**config.mk**
```make
export PLATFORM = sky130hd
export DESIGN_NAME = spi_cmd_sequencer_flat
export DESIGN_NICKNAME = d
export VERILOG_FILES = /design/src/rtl/spi_cmd_if.sv /design/src/rtl/spi_cmd_sequencer.sv /design/src/flat_wrapper.sv
export SDC_FILE = /design/constraint.sdc
export NUM_CORES = 1
export LEC_CHECK = 0
export CAP_MARGIN = 20
export CORE_ASPECT_RATIO = 1.75
export CORE_UTILIZATION = 34
export CTS_BUF_LIST = sky130_fd_sc_hd__clkbuf_16
export DETAILED_ROUTE_END_ITERATION = 8
export PLACE_DENSITY = 0.7
export SLEW_MARGIN = 20
export SYNTH_ARGS = -nofsm -noshare
export SYNTH_HDL_FRONTEND = slang
export SYNTH_SLANG_ARGS = --single-unit
export TNS_END_PERCENT = 50
```
**constraint.sdc**
```tcl
create_clock -name clk -period 1.6 [get_ports clk]
set_input_delay 0.32 -clock clk [delete_from_list [all_inputs] [get_ports clk]]
set_output_delay 0.32 -clock clk [all_outputs]
set_load 0.005 [all_outputs]
```
**src/rtl/spi_cmd_if.sv**
```systemverilog
// Command-stream / register-bank port bundle for spi_cmd_sequencer.
// The master side drives SPI bytes and bank ready; the slave side is the sequencer.
interface spi_cmd_if #(
  parameter int ADDR_W = 8
);
  logic              SSEL;
  logic [7:0]        cmd;
  logic              cmd_valid;
  logic              wr_valid;
  logic [ADDR_W-1:0] wr_addr;
  logic [7:0]        wr_data;
  logic              wr_ready;
  logic              pulse_valid;
  logic [ADDR_W-1:0] pulse_addr;
  logic              busy;
  logic              err_opcode;
  logic              err_overrun;
  logic              err_clr;

  modport master (
    output SSEL, cmd, cmd_valid, wr_ready, err_clr,
    input  wr_valid, wr_addr, wr_data, pulse_valid, pulse_addr, busy, err_opcode, err_overrun
  );

  modport slave (
    input  SSEL, cmd, cmd_valid, wr_ready, err_clr,
    output wr_valid, wr_addr, wr_data, pulse_valid, pulse_addr, busy, err_opcode, err_overrun
  );
endinterface

```
**src/rtl/spi_cmd_sequencer.sv**
```systemverilog
// Parses each SSEL frame into opcode/address/data, issues burst writes over a
// valid/ready port and single-cycle addressed strobes.
module spi_cmd_sequencer #(
  parameter int         ADDR_W   = 8,
  parameter logic [7:0] OP_WRITE = 8'h02,
  parameter logic [7:0] OP_PULSE = 8'h0F
) (
  input  logic      clk,
  input  logic      rst_n,
  spi_cmd_if.slave  bus
);

  typedef enum logic [2:0] {IDLE, W_ADDR, W_DATA, P_ADDR, SKIP} state_e;

  state_e            state_q, state_d;
  logic [2:0]        ssel_pipe_q, ssel_pipe_d;
  logic [ADDR_W-1:0] addr_q, addr_d;
  logic              wr_valid_q, wr_valid_d;
  logic [ADDR_W-1:0] wr_addr_q, wr_addr_d;
  logic [7:0]        wr_data_q, wr_data_d;
  logic              pulse_valid_q, pulse_valid_d;
  logic [ADDR_W-1:0] pulse_addr_q, pulse_addr_d;
  logic              err_opcode_q, err_opcode_d;
  logic              err_overrun_q, err_overrun_d;

  logic              frame_end;
  logic              wr_pending;
  logic [ADDR_W-1:0] cmd_addr;

  // Two sync stages then one edge-detect stage; idle-high so reset never fakes an edge.
  assign ssel_pipe_d = {ssel_pipe_q[1:0], bus.SSEL};
  assign frame_end   = ssel_pipe_q[1] & ~ssel_pipe_q[2];

  // A request being accepted this cycle frees the slot for a same-cycle byte.
  assign wr_pending  = wr_valid_q & ~bus.wr_ready;
  assign cmd_addr    = ADDR_W'(bus.cmd);

  always_comb begin
    state_d       = state_q;
    addr_d        = addr_q;
    wr_valid_d    = wr_pending;
    wr_addr_d     = wr_addr_q;
    wr_data_d     = wr_data_q;
    pulse_valid_d = 1'b0;
    pulse_addr_d  = pulse_addr_q;
    err_opcode_d  = err_opcode_q & ~bus.err_clr;
    err_overrun_d = err_overrun_q & ~bus.err_clr;

    if (frame_end) begin
      state_d = IDLE;
    end else if (bus.cmd_valid) begin
      unique case (state_q)
        IDLE: begin
          if (bus.cmd == OP_WRITE) begin
            state_d = W_ADDR;
          end else if (bus.cmd == OP_PULSE) begin
            state_d = P_ADDR;
          end else begin
            state_d      = SKIP;
            err_opcode_d = 1'b1;
          end
        end
        W_ADDR: begin
          addr_d  = cmd_addr;
          state_d = W_DATA;
        end
        W_DATA: begin
          if (!wr_pending) begin
            wr_valid_d = 1'b1;
            wr_addr_d  = addr_q;
            wr_data_d  = bus.cmd;
            addr_d     = addr_q + ADDR_W'(1);
          end else begin
            err_overrun_d = 1'b1;
          end
        end
        P_ADDR: begin
          pulse_valid_d = 1'b1;
          pulse_addr_d  = cmd_addr;
          state_d       = SKIP;
        end
        SKIP: state_d = SKIP;
        default: state_d = IDLE;
      endcase
    end
  end

  always_ff @(posedge clk or negedge rst_n) begin
    if (!rst_n) begin
      state_q       <= IDLE;
      ssel_pipe_q   <= 3'b111;
      addr_q        <= '0;
      wr_valid_q    <= 1'b0;
      wr_addr_q     <= '0;
      wr_data_q     <= '0;
      pulse_valid_q <= 1'b0;
      pulse_addr_q  <= '0;
      err_opcode_q  <= 1'b0;
      err_overrun_q <= 1'b0;
    end else begin
      state_q       <= state_d;
      ssel_pipe_q   <= ssel_pipe_d;
      addr_q        <= addr_d;
      wr_valid_q    <= wr_valid_d;
      wr_addr_q     <= wr_addr_d;
      wr_data_q     <= wr_data_d;
      pulse_valid_q <= pulse_valid_d;
      pulse_addr_q  <= pulse_addr_d;
      err_opcode_q  <= err_opcode_d;
      err_overrun_q <= err_overrun_d;
    end
  end

  assign bus.wr_valid    = wr_valid_q;
  assign bus.wr_addr     = wr_addr_q;
  assign bus.wr_data     = wr_data_q;
  assign bus.pulse_valid = pulse_valid_q;
  assign bus.pulse_addr  = pulse_addr_q;
  assign bus.busy        = (state_q != IDLE) | wr_valid_q;
  assign bus.err_opcode  = err_opcode_q;
  assign bus.err_overrun = err_overrun_q;

endmodule

```
**src/flat_wrapper.sv**
```systemverilog
// flat-port wrapper written by rule: the top's interface ports become plain ports
module spi_cmd_sequencer_flat 
#(
  parameter int         ADDR_W   = 8,
  parameter logic [7:0] OP_WRITE = 8'h02,
  parameter logic [7:0] OP_PULSE = 8'h0F
)
  (clk, rst_n, bus_SSEL, bus_cmd, bus_cmd_valid, bus_wr_ready, bus_err_clr, bus_wr_valid, bus_wr_addr, bus_wr_data, bus_pulse_valid, bus_pulse_addr, bus_busy, bus_err_opcode, bus_err_overrun);
  spi_cmd_if #(.ADDR_W(ADDR_W)) bus_i ();
  input  logic clk;
  input  logic rst_n;
  input wire logic [$bits(bus_i.SSEL)-1:0] bus_SSEL;
  input wire logic [$bits(bus_i.cmd)-1:0] bus_cmd;
  input wire logic [$bits(bus_i.cmd_valid)-1:0] bus_cmd_valid;
  input wire logic [$bits(bus_i.wr_ready)-1:0] bus_wr_ready;
  input wire logic [$bits(bus_i.err_clr)-1:0] bus_err_clr;
  output wire logic [$bits(bus_i.wr_valid)-1:0] bus_wr_valid;
  output wire logic [$bits(bus_i.wr_addr)-1:0] bus_wr_addr;
  output wire logic [$bits(bus_i.wr_data)-1:0] bus_wr_data;
  output wire logic [$bits(bus_i.pulse_valid)-1:0] bus_pulse_valid;
  output wire logic [$bits(bus_i.pulse_addr)-1:0] bus_pulse_addr;
  output wire logic [$bits(bus_i.busy)-1:0] bus_busy;
  output wire logic [$bits(bus_i.err_opcode)-1:0] bus_err_opcode;
  output wire logic [$bits(bus_i.err_overrun)-1:0] bus_err_overrun;
  assign bus_i.SSEL = bus_SSEL;
  assign bus_i.cmd = bus_cmd;
  assign bus_i.cmd_valid = bus_cmd_valid;
  assign bus_i.wr_ready = bus_wr_ready;
  assign bus_i.err_clr = bus_err_clr;
  assign bus_wr_valid = bus_i.wr_valid;
  assign bus_wr_addr = bus_i.wr_addr;
  assign bus_wr_data = bus_i.wr_data;
  assign bus_pulse_valid = bus_i.pulse_valid;
  assign bus_pulse_addr = bus_i.pulse_addr;
  assign bus_busy = bus_i.busy;
  assign bus_err_opcode = bus_i.err_opcode;
  assign bus_err_overrun = bus_i.err_overrun;
  spi_cmd_sequencer #(.ADDR_W(ADDR_W), .OP_WRITE(OP_WRITE), .OP_PULSE(OP_PULSE)) u_core (.clk(clk), .rst_n(rst_n), .bus(bus_i));
endmodule
```
==> qor.csv <==
stage,metric,value,unit
layout,antenna_cells,0,
layout,n_fill_cell,485,
setup_path,cp-end-kind,output port,
drt,first_pass_iters,3,
status,run_status,"complete, but fails checks",
floorplanning,fp.dieH,102,µm
layout,multi_input_area,826,µm²
pwr,netSwitchingFraction,21.0,%
pwr,ir_worst_vdd,0.000419,V
pwr,p_int,1.96,mW
pwr,p_switching,0.523,mW
clock_tree,post_cts_hold_buffer_count,0,
synthesis,yosys_warnings,0,
drt,top_layer_used,met4,
drt,num_vias,1515,
drt,drtIter0Drc,43,
synthesis,synthCells,157,
pwr,power_density,874,nW/µm²
global_routing,grt_start_max_net_pins,24,
sta,maxClockFrequency,619,MHz
synthesis,synthesis.nets,172,
status,failed_checks,"hold timing, setup timing",
drt,routed_wl,4.56,mm
synthesis,yosysTopAreaCell,dfrtp_1,
clock_tree,cts_buffer_depth,2,
clock_tree,clkTransAtPathRegs,0.06,ns
clock_tree,numClockSinks,42,
placed_design,routabilityCongestion,0.787,
sta,finalWorstSetupSlack,-0.0154,ns
drt,wl_met1,1.82,mm
layout,drive_gt1_share,33.9,%
sta,period_minus_slack,1.62,ns
synthesis,synth_cell_types,34,
synthesis,synth_area,1920,µm²
setup_path,cp_max_fo,2,
layout,nets,247,
placed_design,port_buffers,42,
drt,wl_per_cell,14.8,µm
synthesis,ys_seq_area_share,54.8,%
sta,worst_slew_pin_slew,0.457,ns
sta,skew,0.00258,ns
global_routing,grt_pass1_vias,1545,
synthesis,synthTopCellsByArea,"dfrtp_1 51%, mux2_2 8.8%, mux2_4 7.8%, dfstp_2 4.1%, a2bb2oi_1 2.7%",
synthesis,synth_top_flop_cell,dfrtp_1,
global_routing,grt_use_total,16.7,%
synthesis,async_reset_ff_share,100,%
pwr,seqPwrFrac,45.9,%
synthesis,synth-edff-count,0,
global_routing,antenna_found_initial,0,
clock_tree,cts_tree,built,
clock_tree,clockRootBuffer,clkbuf_16,
sta,rsz0062_at_grt,yes,
drt,wl_met2,2.48,mm
setup_path,worstSetupPathType,flip-flop to output port,
job,cap_violations,0,
placed_design,dpl.hpwl,3.31,mm
clock_tree,numCtsBuffers,5,
layout,final_cell_mix,"39 x clkdlybuf4s50_1, 39 x dfrtp_1, 26 x buf_4",
floorplanning,dieArea,5980,µm²
setup_path,start_kind,flip-flop,
sta,tns,-0.0154,ns
sta,hold-worst-slack,-0.0173,ns
pwr,power_frac_clock,45.1,%
drt,drcViolationCount,0,
drt,met3_length,111,µm
pwr,combPwrFrac,9.0,%
synthesis,yosysTopAreaCellShare,50.7,%
synthesis,syn_area_per_cell,12.3,µm²
setup_path,required,1.28,ns
setup_path,worst_path_max_delay_cell,or4_1,
floorplanning,num_rows,35,
setup_path,path_cells,or4_1 > buf_2,
sta,slew_headroom,69.6,%
sta,hold_violations,19,
global_routing,grt_pass1_wl,7.30,mm
sta,fin_crit_sh,101,%
floorplanning,start_util,36.0,%
drt,ant_nets,0,
synthesis,synth_seq_cells,42,
drt,vias_per_cell,4.93,
floorplanning,core,5340,µm²
layout,register_area,1050,µm²
layout,syn_to_final_growth,47.9,%
sta,setup_viol,1,
clock_tree,h-tree-depth,2,
floorplanning,fp.dieW,58.9,µm
sta,report.final.slew_viol_count,0,
floorplanning,ios,43,
global_routing,grt_overflow_total,0,
setup_path,worstPathArrival,1.30,ns
hold_path,min-delay-path-class,primary input to async pin,
clock_tree,clkLatencyLatePin,0.28,ns
pwr,leakage,1.35,nW
setup_path,max_stage_delay,0.51,ns
kinds of logic after synthesis:
logic type,share of synthesized area [%]
multiplexers,16.6
flip-flops,54.8
buffers and inverters,2.99
AO/OA/AOI/OAI,10.5
AND/OR/NAND/NOR,14.5
adder cells (fa/ha/maj),0.650
routing by layer:
metal  global-route usage (%)  vias to the layer above
met3                     2.68                       10
li1                         -                      731
met1                     18.7                      740
met2                     29.5                       34
met5                        0                        -
met4                     8.79                        0
layout make-up:
| class | instances | area share (%) |
|---|---|---|
| Clock buffer | 5 | 4.40 |
| Clock inverter | 3 | 1.41 |
| Inverter | 7 | 0.923 |
| Multi-Input combinational cell | 103 | 29.0 |
| Sequential cell | 42 | 37.1 |
| Tap cell | 74 | 3.25 |
| Timing Repair Buffer | 73 | 24.0 |
through the flow:
| stage | power (mW) | worst slack, ns | instances | utilization, % | area, µm² |
|---|---|---|---|---|---|
| final | 2.49 | -0.0154 | 307 | 53.3 | 2850 |
| after global routing | 2.59 | -0.0654 | 307 | 53.3 | 2850 |
| after CTS | 2.51 | -0.0327 | 306 | 52.8 | 2820 |
| after detailed placement | 1.39 | -0.226 | 296 | 49.3 | 2640 |
| after global placement | 1.38 | -0.208 | 296 | 49.3 | 2640 |
| after floorplan | 1.23 | 0.0155 | 157 | - | 1920 |
flip-flops by register name (all words and copies together) (netlist names):
register	flops
u_core.bus.pulse_valid	1
u_core.bus.pulse_addr	8
u_core.addr_q	8
u_core.state_q	3
u_core.bus.err_opcode	1
u_core.bus.wr_valid	1
u_core.ssel_pipe_q	3
u_core.bus.wr_data	8
u_core.bus.wr_addr	8
u_core.bus.err_overrun	1
timing repair:
action	in CTS	in global routing
gates resized for setup	9	7
cloned	1	0
pin swaps	1	2
setup endpoints to repair	29	34
buffers inserted	1	1
Yosys cell counts, types with 2 or more instances:
cell type / n
o21ai_0: 5
a21oi_1: 2
buf_2: 4
dfstp_2: 3
a31oi_1: 2
nand2_1: 11
nand2b_1: 2
mux2_2: 15
nand3_1: 5
mux2_4: 10
o22ai_1: 6
a211oi_1: 3
or4_1: 2
nor2b_1: 4
dfrtp_1: 39
nor3_1: 8
nor2_1: 4
inv_1: 7
nand3b_1: 3
and3_1: 3
a2bb2oi_1: 6
final timing paths:
kind	start	endpoint	slack, ns	cells past startpoint
setup / recovery	u_core.state_q[2]$_DFFE_PN0P_	bus_busy	-0.02	2
hold / removal	rst_n	u_core.bus.pulse_addr[4]$_DFFE_PN0P_	-0.02	1
setup reg to reg	u_core.state_q[2]$_DFFE_PN0P_	u_core.bus.wr_data[0]$_DFFE_PN0P_	0.05	6
hold reg to reg	u_core.ssel_pipe_q[0]$_DFF_PN1_	u_core.ssel_pipe_q[1]$_DFF_PN1_	0.35	0
max in group asynchronous	rst_n	u_core.ssel_pipe_q[0]$_DFF_PN1_	1.06	2
min in group clk	u_core.ssel_pipe_q[0]$_DFF_PN1_	u_core.ssel_pipe_q[1]$_DFF_PN1_	0.35	0
power by group through the flow:
stage	clock network, mW	logic [mW]	registers, mW
after detailed placement	0	0.225	1.16
after global routing	1.19	0.244	1.15
final	1.12	0.223	1.14
after CTS	1.14	0.226	1.14
after floorplan	0	0.0768	1.15
after global placement	0	0.222	1.16
critical path: cells and delay by family (launching register included):
family	cells	cell delay, ns
buf+inv	1	0.14
simple gates	1	0.51
flops	1	0.37
No activity file was read; power rests on OpenSTA's default activity.
